<file path="src/rtl/dmem_responder.sv">
// Single-port data-memory responder: IDLE -> ACCESS -> RESP handshake for LW/SW requests.
// Optional macro DMEM_RESPONDER_ADDR_CHECK_EN flags requests with nonzero upper address bits.
module dmem_responder #(
  parameter int DEPTH_LOG2 = 4
) (
  input  logic        clk,
  input  logic        rst,
  input  logic        req_valid,
  output logic        req_ready,
  input  logic        req_we,
  input  logic [15:0] req_addr,
  input  logic [15:0] req_wdata,
  output logic        rsp_valid,
  input  logic        rsp_ready,
  output logic [15:0] rsp_rdata,
  output logic        rsp_err,
  output logic        busy
);

  localparam int DEPTH = 1 << DEPTH_LOG2;

  typedef enum logic [1:0] {IDLE, ACCESS, RESP} state_t;

  state_t                state, state_nxt;
  logic                  in_reset;
  logic                  accept;
  logic                  cap_we;
  logic [DEPTH_LOG2-1:0] cap_idx;
  logic [15:0]           cap_wdata;
  logic                  access_err;
  logic [15:0]           rdata_q;
  logic [15:0]           mem [DEPTH];
  logic [15:0]           access_cnt;

  // req_ready stays low for the first cycle after reset releases.
  assign req_ready = (state == IDLE) && !in_reset;
  assign accept    = req_valid && req_ready;
  assign busy      = (state != IDLE);
  assign rsp_valid = (state == RESP);
  assign rsp_rdata = rsp_valid ? rdata_q : 16'h0000;

  // NOTE: sequential state uses non-blocking (<=) so every register samples pre-edge values.
  always_ff @(posedge clk) begin
    if (rst) state <= IDLE;
    else     state <= state_nxt;
  end

  // NOTE: next-state defaults to the current state first, so no path leaves it unassigned (no latch).
  always_comb begin
    state_nxt = state;
    case (state)
      IDLE:    if (accept)    state_nxt = ACCESS;
      ACCESS:                 state_nxt = RESP;
      RESP:    if (rsp_ready) state_nxt = IDLE;
      default:                state_nxt = IDLE;
    endcase
  end

  always_ff @(posedge clk) in_reset <= rst;

  always_ff @(posedge clk) begin
    if (rst) begin
      cap_we    <= 1'b0;
      cap_idx   <= '0;
      cap_wdata <= '0;
    end else if (accept) begin
      cap_we    <= req_we;
      cap_idx   <= req_addr[DEPTH_LOG2-1:0];
      cap_wdata <= req_wdata;
    end
  end

`ifdef DMEM_RESPONDER_ADDR_CHECK_EN
  logic cap_bad;
  logic err_q;

  always_ff @(posedge clk) begin
    if (rst)         cap_bad <= 1'b0;
    else if (accept) cap_bad <= (req_addr[15:DEPTH_LOG2] != '0);
  end

  always_ff @(posedge clk) begin
    if (rst)                  err_q <= 1'b0;
    else if (state == ACCESS) err_q <= cap_bad;
  end

  assign access_err = cap_bad;
  assign rsp_err    = rsp_valid && err_q;
`else
  // Upper address bits alias onto the low index when checking is disabled.
  logic unused_addr_hi;
  assign unused_addr_hi = ^req_addr[15:DEPTH_LOG2];
  assign access_err     = 1'b0;
  assign rsp_err        = 1'b0;
`endif

  // NOTE: the storage array is reset word-by-word because reset must clear every word.
  always_ff @(posedge clk) begin
    if (rst) begin
      for (int i = 0; i < DEPTH; i++) mem[i] <= '0;
      rdata_q    <= '0;
      access_cnt <= '0;
    end else if (state == ACCESS) begin
      access_cnt <= access_cnt + 16'd1;
      if (cap_we) begin
        if (!access_err) mem[cap_idx] <= cap_wdata;
        rdata_q <= '0;
      end else begin
        rdata_q <= access_err ? 16'h0000 : mem[cap_idx];
      end
    end
  end

endmodule

</file>
<file path="config.mk">
export PLATFORM = sky130hd
export DESIGN_NAME = dmem_responder
export DESIGN_NICKNAME = d
export VERILOG_FILES = /design/src/rtl/dmem_responder.sv
export SDC_FILE = /design/constraint.sdc
export NUM_CORES = 1
export LEC_CHECK = 0
export ABC_AREA = 1
export CORE_MARGIN = 5
export CORE_UTILIZATION = 45
export CTS_CLUSTER_DIAMETER = 50
export CTS_CLUSTER_SIZE = 8
export DETAILED_ROUTE_END_ITERATION = 8
export DONT_BUFFER_PORTS = 1
export GPL_ROUTABILITY_DRIVEN = 0
export PLACE_DENSITY_LB_ADDON = 0.05
export RECOVER_POWER = 25
export REMOVE_ABC_BUFFERS = 1
export SYNTH_ARGS = -nofsm -noshare
export SYNTH_HDL_FRONTEND = slang
export SYNTH_SLANG_ARGS = --single-unit
export TNS_END_PERCENT = 20
</file>
<file path="constraint.sdc">
create_clock -name clk -period 1.86 [get_ports clk]
set_input_delay 0 -clock clk [delete_from_list [all_inputs] [get_ports clk]]
set_output_delay 0 -clock clk [all_outputs]
set_load 0.01 [all_outputs]
</file>
Word-level counts from Yosys, hierarchy flattened
Memory sizes are Yosys's and may differ from the RTL's. A register that Yosys moved wholly into a read port is not among the register bits.
Cells that the tools add are included.

word-level totals
  register bits = 40
  RAM bits = 256
  output and inout bits = 20
  word-level logic and storage cells = 34
  memories kept = 1

memories
  memory  words  width  rd ports  clocked after memory_dff  wr ports  line  text
  mem     16     16     1         1                         16        32    logic [15:0] mem [DEPTH];

cells by class
  eq/ne operators = 4
  muxes and demuxes = 16
  reduce and logical (&&, ||, !) cells = 7

operators by type and width
  kind                number
  $mux 16             3
  $reduce_or 16->1    1
  $mux 4              3
  $mux 1              7
  $pmux 2 s3          1
  $mux 2              2
  $eq 2x1->1 const B  1
  $eq 2x2->1 const B  1
  $logic_and 1x1->1   2
  $logic_not 2->1     1
  $ne 2x1->1 const B  1
  $ne 2x2->1 const B  1
  $reduce_and 2->1    1
  $reduce_bool 2->1   1
  $logic_not 1->1     1

Depth between registers and ports, before layout
  depth after elaboration = 6
  depth in mapped cells = 11

Worst setup path before layout
OpenSTA, ideal clock, no wires.

  kind = register to register
  from = register state[0]
  to = memory mem[0][0], enable pin
  data arrival time = 1523 ps
  data required time = 1488 ps
  path slack = -34 ps
  cell stages (with the launch flop) = 6
  cell sequence = dfxtp_1 -> nand4_4 -> nor3_2 -> nand2_2 -> buf_6 -> nand2_1

RTL lines
  item                      line  text
  start: declaration        24    state_t state, state_nxt;
  start signal: assignment  45    else state <= state_nxt;
  end: declaration          32

Final worst setup path
  from = register state[1]
  to = output rsp_rdata[0]

on the way
  word-level cells in the longest chain between the ends = 2

ends and longest elaborated chain
  item              line  text
  $eq 2x2->1        39    assign rsp_valid = (state == RESP);
  net rsp_valid     13    output logic rsp_valid,
  $mux 16           40    assign rsp_rdata = rsp_valid ? rdata_q : 16'h0000;
  end: declaration  15    output logic [15:0] rsp_rdata,

The timed path passes the listed nets, and every way through them passes these cells.

==> results list <==
* Final worst-path setup slack: 0.129 ns
* CP startpoint: state[1]
- Switching power total: 0.00398 W
- TritonCTS built the clock tree.
- Standard cell core area: 0.0306 mm^2
- Number of flops mapped to enable cells by yosys: 256
- Highest clock frequency the design can meet: 0.578 GHz
- Dividing the detail-routed via count by the number of cells gives 5.01.
- During placement, the flow inserted port buffers numbering 0.
- Logic pwr share: 9.3%
- Clock-pin slew was measured on the worst setup and hold paths at 0.05 ns.
- Share of the cycle needed by the critical path after routing: 93.1%
* Worst Clk Skew: 0.0122 ns
- The worst hold path begins at rst.
* Clock group share of total power: 45.5%
* Clock Latency Late Sink: 0.53 ns
* Max-Cap Viols: 0
* Die area: 0.0346 mm^2
- Largest net degree at the start of global routing: 66
- Routed WL: 38.8 mm
- The critical path in this run is classified as reg -> out.
* Finish-stage setup viols: 0
* I/O pin cnt: 57
- The Yosys step of the flow raised 0 warnings.
* Relative slew margins: 35.5%
- Design internal power: 0.0128 W
- Number of register bits inferred by synthesis: 300
- Die span in x: 186 um
- Worst reg2reg path startpoint: state[0]
- Critical path startpoint category: flop
* Die boundary height: 186 um
- Once layout is complete, the utilization of the core stands at 53.5%.
* Slew at the pin with the worst max-slew slack: 0.967 ns
- The largest total area in the synthesized netlist belongs to sky130_fd_sc_hd__edfxtp_1.
- Cells taking the most area after synthesis: sky130_fd_sc_hd__edfxtp_1 55%, sky130_fd_sc_hd__nand2_1 10%, sky130_fd_sc_hd__nor2_1 7.5%
* Data required time of the worst path: 1.86 ns
- STA classifies the critical path endpoint as a primary output.
- STA puts the critical path data arrival time at 1.73 ns.
- The analysis attributes to cell leakage a power of 6.71 nW.
* Smallest hold slack: 0.0913 ns
- Total power density per cell area: 1030 mW/mm^2
- Mapped cell area: 0.0140 mm^2
- The hold violation total from the final report came to 0.
* Number of instances in the synthesized netlist: 1579
- Share of Yosys cell area claimed by the top area cell type: 55.1%
- Layout filler cell count: 2890
- In the final routed layout, each cell accounts on average for 18.7 um.
- Starting Density: 45.6%
- Including well taps, the total number of placed cells is 1972.
- Vias in the first global route: 9705
* Routed vias: 10400
- For this run, design rule violations remaining after detail routing come to 0.
* Number of distinct library cell variants in the gate-level netlist after synthesis: 20
- Number of antenna-violating nets in the routed design: 0
- Ranked by instance count, the synthesized netlist is headed by 386 x sky130_fd_sc_hd__nand2_1, 280 x sky130_fd_sc_hd__nor2_1, 256 x sky130_fd_sc_hd__edfxtp_1.
* First-pass GRT wire length: 58.6 mm
* Fraction of the yosys area taken by sequential cells: 61.4%
- Highest net fanout along the worst path: 17
- Run status: complete, no violations
- The first detailed-routing pass took 5 iterations.
* Most numerous cell in the Yosys netlist: sky130_fd_sc_hd__nand2_1
- Overall power consumption after layout is estimated at 0.0168 W.
- For this run, the post-layout net count is 1684.
- TritonCTS sink count: 300
* Worst setup slack after placement: 0.216 ns
- Setup repair after global routing left no endpoint under its margin.
- Detailed placement ended at an HPWL of 24.6 mm.
- Row generation in the floorplan step produced 64 rows.
- Root buf cell: sky130_fd_sc_hd__clkbuf_16
- Buffers from clock root to sink, at most: 3
- The share of total power dissipated in sequential elements is 45.2%.
* Max H-tree Level: 2
- In this run the worst hold path is classified as in -> reg.
* Number of clock buffers inserted by TritonCTS: 44
* Main flop type after synthesis: sky130_fd_sc_hd__edfxtp_1
* Max rail drop VDD: 0.775 mV
* Antenna Cells: 0
* Number of standard cells in the final layout excluding fillers: 2076
- Synthesized area per cell: 8.84 um^2
- Final max-slew violation count: 0
- Layout cell share with drive strength beyond 1: 9.64%
* Async set-reset flop share out of synthesis: 0%
- Overall Global Routing Usage: 22.7%
- In this run switching power makes up 23.7% of total power.
- The number of antenna violations at the first check in global routing was 0.
- Drt first-iter violations: 687
* Post-synthesis to final-layout area growth: 17.3%
* Tmin final: 1.73 ns
- Global-route congestion overflow total: 0
* Setup fix buffers added after clock tree synthesis: 0
-- critical path: stages, from the launching register on --
cell	delay (ns)
sky130_fd_sc_hd__dfxtp_1	0.32
sky130_fd_sc_hd__inv_1	0.09
sky130_fd_sc_hd__nor2_1	0.29
sky130_fd_sc_hd__inv_2	0.22
sky130_fd_sc_hd__nor2_1	0.30
-- area by class of cell --
cell class | instances | area [um^2] | area share, %
Sequential cell | 300 | 8570 | 52.4
Multi-Input combinational cell | 946 | 3940 | 24.1
Inverter | 237 | 892 | 5.45
Tap cell | 396 | 495 | 3.03
Clock buffer | 77 | 1270 | 7.74
Timing Repair Buffer | 118 | 1140 | 6.96
Clock inverter | 2 | 60.1 | 0.367
-- state kept, by name (all words and copies together), names as in the netlist, named ones only --
| register | flops |
|---|---|
| cap_wdata | 16 |
| mem | 256 |
| in_reset | 1 |
| cap_idx | 4 |
| cap_we | 1 |
| rdata_q | 16 |
| state | 2 |
-- worst paths after layout --
check	end	slack, ns	cells after the start
hold reg to reg	cap_wdata[3]	0.44	2
hold / removal	in_reset	0.09	1
setup reg to reg	mem[13][2]	0.15	6
setup / recovery	rsp_rdata[0]	0.13	4
-- layer usage --
| metal | up-vias | part of all wire, % | GRT usage (%) |
|---|---|---|---|
| met5 | - | 0 | 0 |
| met4 | 0 | 3.0 | 6.88 |
| met3 | 69 | 4.1 | 2.85 |
| met2 | 215 | 48 | 37.6 |
| met1 | 4993 | 44 | 31.4 |
| li1 | 5116 | - | - |
-- per-stage QoR --
stage / cell area, um^2 / TNS [ns]
after floorplan: 13400 / -62.24
after global placement: 14900 / 0
after detailed placement: 14900 / 0
after CTS: 16400 / 0
after global routing: 16400 / 0
final: 16400 / 0
-- logic make-up after synthesis --
family	after synthesis	synth area share (%)
simple gates	883	26.1
buf+inv	333	10.2
flops	300	61.4
compound gates	62	2.22
other cells	1	0.0269
-- power by group through the flow --
stage / logic [W] / clock network [W] / registers [W]
floorplan: 0.000768 / 0 / 0.00778
global placement: 0.00151 / 0 / 0.00773
detailed placement: 0.00152 / 0 / 0.00774
CTS: 0.00158 / 0.00777 / 0.00761
global route: 0.00171 / 0.00806 / 0.00762
finish: 0.00156 / 0.00765 / 0.00760
-- cell usage in the layout (no fill, tap or decap), types with 2 or more instances in the layout --
cell	instances
sky130_fd_sc_hd__nor2_1	279
sky130_fd_sc_hd__o21ai_0	20
sky130_fd_sc_hd__inv_1	217
sky130_fd_sc_hd__dfxtp_1	42
sky130_fd_sc_hd__nand2_2	13
sky130_fd_sc_hd__clkbuf_2	9
sky130_fd_sc_hd__nand2_1	391
sky130_fd_sc_hd__bufinv_16	2
sky130_fd_sc_hd__dlygate4sd3_1	24
sky130_fd_sc_hd__nor3_2	2
sky130_fd_sc_hd__buf_12	19
sky130_fd_sc_hd__edfxtp_1	256
sky130_fd_sc_hd__nand3_1	193
sky130_fd_sc_hd__inv_2	3
sky130_fd_sc_hd__buf_4	60
sky130_fd_sc_hd__clkbuf_16	45
sky130_fd_sc_hd__clkbuf_1	35
sky130_fd_sc_hd__a21oi_1	42
sky130_fd_sc_hd__nor3_1	2
sky130_fd_sc_hd__clkbuf_8	2
sky130_fd_sc_hd__clkinv_1	16
-- repair_timing --
action                                 in CTS  in global routing
cloned                                      0                  0
resized for setup                           1                  1
hold buffers                               25                  0
setup endpoints to repair                   1                 10
endpoints found under the hold margin      44                  0
Power figures use the tool's default switching activity.
